## src/rtl/pipe_stage_reg.sv

```systemverilog
// Inter-stage pipeline register: LANES payload words plus a valid bit, with
// hazard stall (active-low enable), branch flush (clrBU), a saturating
// consecutive-stall counter and timeout flag for hang detection.
// Optional feature macro: PIPE_STAGE_PERF_EN adds saturating 32-bit totals of
// stall and flush cycles; without it perf_stalls/perf_flushes are tied to 0.

// One payload lane. Flush and bubble both load the flush pattern so a killed
// slot looks like a NOP to the downstream stage.
module pipe_stage_lane #(
    parameter int                 DATA_W  = 32,
    parameter logic [DATA_W-1:0]  RST_V   = '0,
    parameter logic [DATA_W-1:0]  FLUSH_V = '0
) (
    input  logic              clk,
    input  logic              rst,
    input  logic              flush,
    input  logic              load,
    input  logic              bubble,
    input  logic [DATA_W-1:0] d,
    output logic [DATA_W-1:0] q
);

    // Lane register: flush or bubble beats capture; otherwise hold.
    always_ff @(posedge clk or posedge rst) begin
        if (rst)                 q <= RST_V;
        else if (flush || bubble) q <= FLUSH_V;
        else if (load)           q <= d;
    end

endmodule

module pipe_stage_reg #(
    parameter int          DATA_W      = 32,
    parameter int          LANES       = 2,
    parameter logic [31:0] RESET_VAL   = 32'h0,
    parameter logic [31:0] FLUSH_VAL   = 32'h0,
    parameter int          CNT_W       = 8,
    parameter int          STALL_LIMIT = 200
) (
    input  logic                    clk,
    input  logic                    rst,
    input  logic                    enable,
    input  logic                    clrBU,
    input  logic                    in_valid,
    input  logic [LANES*DATA_W-1:0] data_in,
    output logic [LANES*DATA_W-1:0] data_out,
    output logic                    out_valid,
    output logic [CNT_W-1:0]        stall_cycles,
    output logic                    stall_timeout,
    output logic [31:0]             perf_stalls,
    output logic [31:0]             perf_flushes
);

    localparam logic [DATA_W-1:0] RST_LANE   = DATA_W'(RESET_VAL);
    localparam logic [DATA_W-1:0] FLUSH_LANE = DATA_W'(FLUSH_VAL);
    localparam logic [CNT_W-1:0]  CNT_MAX    = '1;

    // A limit the counter can never reach would silently disable hang detection.
    if (longint'(STALL_LIMIT) > ((longint'(1) << CNT_W) - 1)) begin : g_bad_limit
        $error("pipe_stage_reg: STALL_LIMIT %0d exceeds stall counter range (CNT_W=%0d)",
               STALL_LIMIT, CNT_W);
    end

    // Decoded per-edge action, priority flush > hold > load.
    typedef struct packed {
        logic flush;   // branch kill
        logic load;    // capture a real instruction
        logic bubble;  // capture with no upstream instruction
        logic hold;    // stall: keep contents
    } ctrl_t;

    ctrl_t ctrl;

    // Resolve the control priority once so every lane sees the same decision.
    always_comb begin
        ctrl        = '0;
        ctrl.flush  = clrBU;
        ctrl.hold   = !clrBU && enable;
        ctrl.load   = !clrBU && !enable && in_valid;
        ctrl.bubble = !clrBU && !enable && !in_valid;
    end

    logic [LANES-1:0][DATA_W-1:0] din_l;
    logic [LANES-1:0][DATA_W-1:0] dout_l;

    assign din_l    = data_in;
    assign data_out = dout_l;

    for (genvar k = 0; k < LANES; k++) begin : g_lane
        pipe_stage_lane #(
            .DATA_W  (DATA_W),
            .RST_V   (RST_LANE),
            .FLUSH_V (FLUSH_LANE)
        ) u_lane (
            .clk    (clk),
            .rst    (rst),
            .flush  (ctrl.flush),
            .load   (ctrl.load),
            .bubble (ctrl.bubble),
            .d      (din_l[k]),
            .q      (dout_l[k])
        );
    end

    // Valid bit: set only by a real load, cleared by flush or bubble.
    always_ff @(posedge clk or posedge rst) begin
        if (rst)                           out_valid <= 1'b0;
        else if (ctrl.flush || ctrl.bubble) out_valid <= 1'b0;
        else if (ctrl.load)                out_valid <= 1'b1;
    end

    // Consecutive stall counter; a held bubble is not a stall, and the count
    // saturates so a long hang never wraps back below the timeout limit.
    always_ff @(posedge clk or posedge rst) begin
        if (rst)                          stall_cycles <= '0;
        else if (!ctrl.hold || !out_valid) stall_cycles <= '0;
        else if (stall_cycles != CNT_MAX)  stall_cycles <= stall_cycles + 1'b1;
    end

    if (STALL_LIMIT == 0) begin : g_no_timeout
        assign stall_timeout = 1'b0;
    end else begin : g_timeout
        localparam logic [CNT_W-1:0] LIMIT = CNT_W'(STALL_LIMIT);
        assign stall_timeout = (stall_cycles >= LIMIT);
    end

`ifdef PIPE_STAGE_PERF_EN
    // Lifetime stall total; only cleared by reset, sticks at all-ones.
    always_ff @(posedge clk or posedge rst) begin
        if (rst)                                         perf_stalls <= '0;
        else if (ctrl.hold && out_valid && !(&perf_stalls)) perf_stalls <= perf_stalls + 32'd1;
    end

    // Lifetime flush total; only cleared by reset, sticks at all-ones.
    always_ff @(posedge clk or posedge rst) begin
        if (rst)                                 perf_flushes <= '0;
        else if (ctrl.flush && !(&perf_flushes)) perf_flushes <= perf_flushes + 32'd1;
    end
`else
    assign perf_stalls  = 32'h0;
    assign perf_flushes = 32'h0;
`endif

endmodule

```

## config.mk

```make
export PLATFORM = sky130hd
export DESIGN_NAME = pipe_stage_reg
export DESIGN_NICKNAME = d
export VERILOG_FILES = /design/src/rtl/pipe_stage_reg.sv
export SDC_FILE = /design/constraint.sdc
export NUM_CORES = 1
export LEC_CHECK = 0
export CAP_MARGIN = 20
export CORE_MARGIN = 2
export CORE_UTILIZATION = 41
export CTS_CLUSTER_DIAMETER = 120
export DETAILED_ROUTE_END_ITERATION = 16
export PLACE_DENSITY = 0.86
export REMOVE_ABC_BUFFERS = 1
export SETUP_SLACK_MARGIN = 0.05
export SKIP_LAST_GASP = 1
export SLEW_MARGIN = 20
export SYNTH_ARGS = -nofsm -noshare
export SYNTH_HDL_FRONTEND = slang
export SYNTH_HIERARCHICAL = 1
export SYNTH_SLANG_ARGS = --single-unit
```

## constraint.sdc

```tcl
create_clock -name clk -period 2.3 [get_ports clk]
set_input_delay 0.345 -clock clk [delete_from_list [all_inputs] [get_ports clk]]
set_output_delay 0.345 -clock clk [all_outputs]
set_load 0.005 [all_outputs]
```

== Word level (Yosys, flattened, before mapping) ==
Cells that the tools add are included.

* Flip-flop bits (word level): 73
* Input port bits: 69
* Output and inout port bits: 138
* Word-level logic and storage cells: 28

* $add $sub $neg: 1
* $lt $le $gt $ge: 1
* Equal/unequal tests: 1
* Muxes and demuxes: 8
* Reduce and logical (&&, ||, !) cells: 13

{| class="wikitable"
|+ Operators with widths
! cell !! number
|-
| 32-bit 2-to-1 mux || 4
|-
| 8-bit 2-to-1 mux || 2
|-
| 8-bit by 1-bit adder with 8-bit output, second input constant || 1
|-
| 8-bit greater-or-equal comparator, second input constant || 1
|-
| 8-bit != test, second input constant || 1
|-
| 1-bit logical NOT || 5
|-
| 1-bit logical AND || 4
|-
| 2-bit nonzero test || 2
|-
| 1-bit logical OR || 2
|-
| 1-bit 2-to-1 mux || 2
|}

== Logic depth before layout (Yosys ltp) ==
* Depth in word-level cells: 5
* Depth in mapped cells: 5
* Mapped depth without buffers: 4

== Modules after synthesis ==
The synthesis kept the hierarchy.

{| class="wikitable"
|+ Modules (own cells, without submodules)
! module !! times used !! cells each !! area each (µm²)
|-
| pipe_stage_lane || 2 || 106 || 1,320.0
|-
| pipe_stage_reg || 1 || 114 || 973.4
|}

== Worst setup path before layout ==
OpenSTA, ideal clock, no wires.

* Path type: input port to flip-flop
* From: input port clrBU
* To: register g_lane[0].u_lane.q[0]
* Library setup time: 0.118 ns
* Data arrival time: 1.209 ns
* Required time: 2.182 ns
* Path slack: 0.973 ns
* Cell stages on the path: 5
* Path buffers: 2
* Cells stage by stage: nor3b_1 -> buf_4 -> buf_4 -> mux2i_1 -> nor2_1

* Cells in the longest elaborated chain, start to end: 5
* Elaborated cells between the ends (all ways): 7
* Those cells by class: mux (1); reduce/logical (6)

{| class="wikitable"
|+ RTL lines
! element !! line !! RTL
|-
| start: declaration || 43 || <nowiki>input logic clrBU,</nowiki>
|-
| 1-bit logical NOT || 79, 80 ||
|-
| 1-bit logical AND || 79, 80 ||
|-
| 1-bit logical AND || 80 || <nowiki>ctrl.bubble = !clrBU && !enable && !in_valid;</nowiki>
|-
| 1-bit logical OR || 26 || <nowiki>else if (flush || bubble) q <= FLUSH_V;</nowiki>
|-
| 32-bit 2-to-1 mux / 2-bit nonzero test (equally long branches) || n/a ||
|-
| end signal: assignment || 25 || <nowiki>if (rst) q <= RST_V;</nowiki>
|-
| end signal: assignment || 26 ||
|-
| end signal: assignment || 27 || <nowiki>else if (load) q <= d;</nowiki>
|-
| end: declaration || 20 || <nowiki>output logic [DATA_W-1:0] q</nowiki>
|}

Several ways; a longest one is shown, not always the timed one.
A chain may end at the register's enable or synchronous reset.

== Worst setup path in the final report ==
* From: register stall_cycles[3]
* To: output port stall_timeout

* Cells in the longest elaborated chain, start to end: 1

{| class="wikitable"
|+ RTL lines
! element !! line !! RTL
|-
| start: declaration || 48 || <nowiki>output logic [CNT_W-1:0] stall_cycles,</nowiki>
|-
| start signal: assignment || 117 || <nowiki>else if (stall_cycles != CNT_MAX) stall_cycles <= stall_cycles + 1'b1;</nowiki>
|-
| 8-bit greater-or-equal comparator || 124 || <nowiki>assign stall_timeout = (stall_cycles >= LIMIT);</nowiki>
|-
| end: declaration || 49 || <nowiki>output logic stall_timeout,</nowiki>
|}

Every way passes these cells.

==> results_tabular.tex <==
\begin{tabular}{lr}
\hline
Metric & Value \\
\hline
\multicolumn{2}{l}{\textbf{Yosys}} \\
Dominant cell type by area after synthesis & sky130\_fd\_sc\_hd\_\_dfrtp\_1 \\
Total number of yosys warnings & 6 \\
Share of synthesized area occupied by flip-flops and latches & 0.506 \\
Flop and latch count out of synthesis & 73 \\
Gate count after technology mapping & 326 \\
Average size of a mapped cell & 11.1 sq um \\
Most area-consuming cells after synthesis & sky130\_fd\_sc\_hd\_\_dfrtp\_1 (51\%), sky130\_fd\_sc\_hd\_\_mux2i\_1 (18\%), sky130\_fd\_sc\_hd\_\_buf\_4 (15\%) \\
Fraction of post-synthesis cell area in the top cell type by area & 0.506 \\
Distinct cell type count of the synthesized netlist & 29 \\
Mapped cell area & 3610 sq um \\
\multicolumn{2}{l}{\textbf{Pwr}} \\
Net Sw Frac & 0.225 \\
Net switching power of the design & approximately 0.64 mW \\
IR drop worst, VDD & approximately 0.38 mV \\
Total power of the final layout & around 2.8 mW \\
P per Cell Area & 557 nW/um\^{}2 \\
Int Power & 2.20 mW \\
Relative contribution of combinational cells to total power & 0.130 \\
Leakage power summed over all cells & 2.26 nW \\
Proportion of power drawn by flip-flops and latches & 0.471 \\
Portion of total power attributed to the clock network & 0.399 \\
\multicolumn{2}{l}{\textbf{Placed design}} \\
Number of buffers added on ports & about 140 \\
Gp weighted congestion & 0.833 \\
Detailed-placement wirelength estimate & 6.00 mm \\
Number of placed cells counting well taps & 564 \\
\multicolumn{2}{l}{\textbf{Finish}} \\
Most frequent cells in the layout & sky130\_fd\_sc\_hd\_\_clkdlybuf4s50\_1 (142), sky130\_fd\_sc\_hd\_\_dfrtp\_1 (73), sky130\_fd\_sc\_hd\_\_mux2i\_1 (66) \\
Antenna diode count & 0 \\
Commonest non-fill, non-tap cell in the layout & sky130\_fd\_sc\_hd\_\_clkdlybuf4s50\_1 \\
Final cell count without fillers & 580 \\
Area growth from synthesis to layout & 40.8\% \\
Flip-flop and latch area & between 1500 and 2000 sq um \\
Utilization after layout & 0.589 \\
Post-layout nets & 538 \\
Multi-input gate area in the final layout & 1390 sq um \\
Fraction of layout cells with a size suffix above 1 & 0.0530 \\
Final-layout fill cell count & 758 \\
\multicolumn{2}{l}{\textbf{Clocking}} \\
Post-CTS sizing & 0 \\
Num CTS Buffers & 9 \\
Clk\_lat worst skew & $\sim$330 ps \\
CTS max path bufs & 2 \\
CTS hold repair buffers & 0 \\
Clk pin slew, worst setup/hold paths & approximately 70 ps \\
\# H-tree levels & 3 \\
Post-CTS setup repair buffer count & 0 \\
Number of clock sinks seen by CTS & 73 \\
CTS root buffer & sky130\_fd\_sc\_hd\_\_clkbuf\_8 \\
TritonCTS clock tree & built \\
\multicolumn{2}{l}{\textbf{Global routing}} \\
Antenna violations before repair & 0 \\
Maximum number of pins on one net before global-route repair & 34 \\
Vias in the first global route & 2612 \\
Total gr overflow & 0 \\
Global-route total usage across every layer & 0.168 \\
Global-route wire length before repair & approximately 13 mm \\
\multicolumn{2}{l}{\textbf{Die}} \\
Height of the die & 97.9 um \\
Die area & 9580 sq um \\
Boundary Pins & roughly 210 \\
Number of cell rows & 34 \\
Die Span X & 97.9 um \\
Floorplan Core Area & approximately 8600 sq um \\
Initial core utilization & 0.418 \\
\multicolumn{2}{l}{\textbf{Setup path}} \\
Reg2Reg Launch Point & stall\_cycles[0] \\
CP Capture Type & primary output \\
Worst setup path class & register to primary output \\
Termination of the worst setup path & stall\_timeout \\
Worst endpoint data arrival time & 1620 ps \\
Data required time of the worst path & 1960 ps \\
Critical path launch point & stall\_cycles[3] \\
Worst reg-to-reg path cell count & 4 \\
Startpoint types & register \\
Setup slack on the worst flop-to-flop path & $\sim$840 ps \\
Maximum net fanout on the critical path & 7 \\
Reg2Reg Capture Point & stall\_cycles[6] \\
\multicolumn{2}{l}{\textbf{Drt}} \\
Post-DRT Antenna Nets & 0 \\
Topmost layer with routed signal wires & met4 \\
Wire length on met3 & between 500 and 600 um \\
Drt wl/cell & 14.0 um \\
Number of detailed-route iterations in the first pass & 4 \\
Met2 WL post-DR & about 4.3 mm \\
Vias/cell & 4.52 \\
Violation count after the first detailed-route iteration & just over 90 \\
Met1 WL & 3.21 mm \\
Total Wirelength & 8.14 mm \\
Total DRC errors in the routed layout & 0 \\
Total via count after detailed routing & 2622 \\
\multicolumn{2}{l}{\textbf{Timing}} \\
Post-route minimum period & 1960 ps \\
Final hold viol count & 0 \\
Max Slew Vio Count & 0 \\
Largest clock skew in the final design & 2.91 ps \\
Final Cycle Share & 0.854 \\
FMAX & between 500 and 600 MHz \\
\# setup viols final & 0 \\
Unrepaired setup endpoints after global routing & no \\
\multicolumn{2}{l}{\textbf{Run}} \\
Max-cap violation count & 0 \\
\multicolumn{2}{l}{\textbf{Hold path}} \\
Worst hold-check path type & input port to async pin \\
\multicolumn{2}{l}{\textbf{Outcome}} \\
Result of the run & completed \\
\hline
\end{tabular}
-- kinds of logic (layout without fill, tap and decap cells) --
logic type / after synthesis / count (layout) / synth area share
AO/OA/AOI/OAI: 13 / 13 / 0.0253
adder cells (fa/ha/maj): 2 / 2 / 0.00692
buffers and inverters: 86 / 169 / 0.178
flip-flops: 73 / 73 / 0.506
multiplexers: 66 / 66 / 0.183
other: 1 / 64 / 0.00104
AND/OR/NAND/NOR: 85 / 85 / 0.101
-- final cells by class --
class	count	share of cell area
clock inverter	4	0.0148
sequential	73	0.359
multi-input combinational	230	0.272
clock buffer	12	0.0305
timing repair buffer	148	0.293
tap	108	0.0266
inverter	5	0.00369
-- registers in the layout, indices dropped and copies added, names as in the netlist --
register / flops
g_lane.u_lane/q: 64
stall_cycles: 8
out_valid: 1
-- per-stage QoR --
step,setup WS (ps),hold slack [ps],TNS [ps],instance area (sq um)
finish,336,349,0,5090
global route,269,378,0,5090
CTS,330,349,0,5090
detailed placement,277,512,0,4860
global placement,390,500,0,4860
floorplan,-5470,173,-354970,3230
-- synthesized netlist by cell type --
cell type                  instances
sky130_fd_sc_hd__dfrtp_1          73
sky130_fd_sc_hd__buf_4            72
sky130_fd_sc_hd__mux2i_1          66
sky130_fd_sc_hd__nor2_1           65
sky130_fd_sc_hd__buf_6             6
sky130_fd_sc_hd__inv_1             5
sky130_fd_sc_hd__nand2_1           5
sky130_fd_sc_hd__a31oi_1           4
sky130_fd_sc_hd__a211oi_1          3
sky130_fd_sc_hd__and4_1            2
sky130_fd_sc_hd__clkbuf_2          2
sky130_fd_sc_hd__ha_1              2
sky130_fd_sc_hd__nand3_1           2
sky130_fd_sc_hd__o21ai_0           2
sky130_fd_sc_hd__o311a_1           2
sky130_fd_sc_hd__or2_1             2
sky130_fd_sc_hd__a21oi_1           1
sky130_fd_sc_hd__a31o_1            1
sky130_fd_sc_hd__and3_1            1
sky130_fd_sc_hd__and3_2            1
sky130_fd_sc_hd__and3b_1           1
sky130_fd_sc_hd__buf_2             1
sky130_fd_sc_hd__conb_1            1
sky130_fd_sc_hd__nand2_2           1
sky130_fd_sc_hd__nand3b_1          1
sky130_fd_sc_hd__nand4_1           1
sky130_fd_sc_hd__nor3_1            1
sky130_fd_sc_hd__nor3b_1           1
sky130_fd_sc_hd__or2_2             1
-- critical path: stages (launching register included) --
cell	delay (ps)
sky130_fd_sc_hd__dfrtp_1	470
sky130_fd_sc_hd__o311a_1	380
sky130_fd_sc_hd__clkdlybuf4s50_1	440
-- worst min-delay path by stage --
stage / endpoint / slack, ps / cells after the start
final: stall_cycles[7] / 350 / 2
after floorplan: out_valid / 170 / 1
after detailed placement: g_lane[0].u_lane/q[7] / 510 / 2
after CTS: stall_cycles[7] / 350 / 2
after global placement: g_lane[0].u_lane/q[31] / 500 / 2
after global routing: stall_cycles[7] / 380 / 2
-- power by group through the flow --
stage               clock network [mW]  registers, mW  logic [mW]
floorplan                            0           1.36       0.160
global placement                     0           1.36       0.362
detailed placement                   0           1.36       0.372
CTS                               1.17           1.34       0.374
global route                      1.23           1.34       0.404
finish                            1.13           1.33       0.370
-- layer usage --
metal	up-vias	GRT usage
met1	1263	0.203
met3	12	0.0515
met5	-	0
met4	0	0.0513
li1	1233	-
met2	114	0.288
Note: power is estimated with default switching activity, not from simulation.
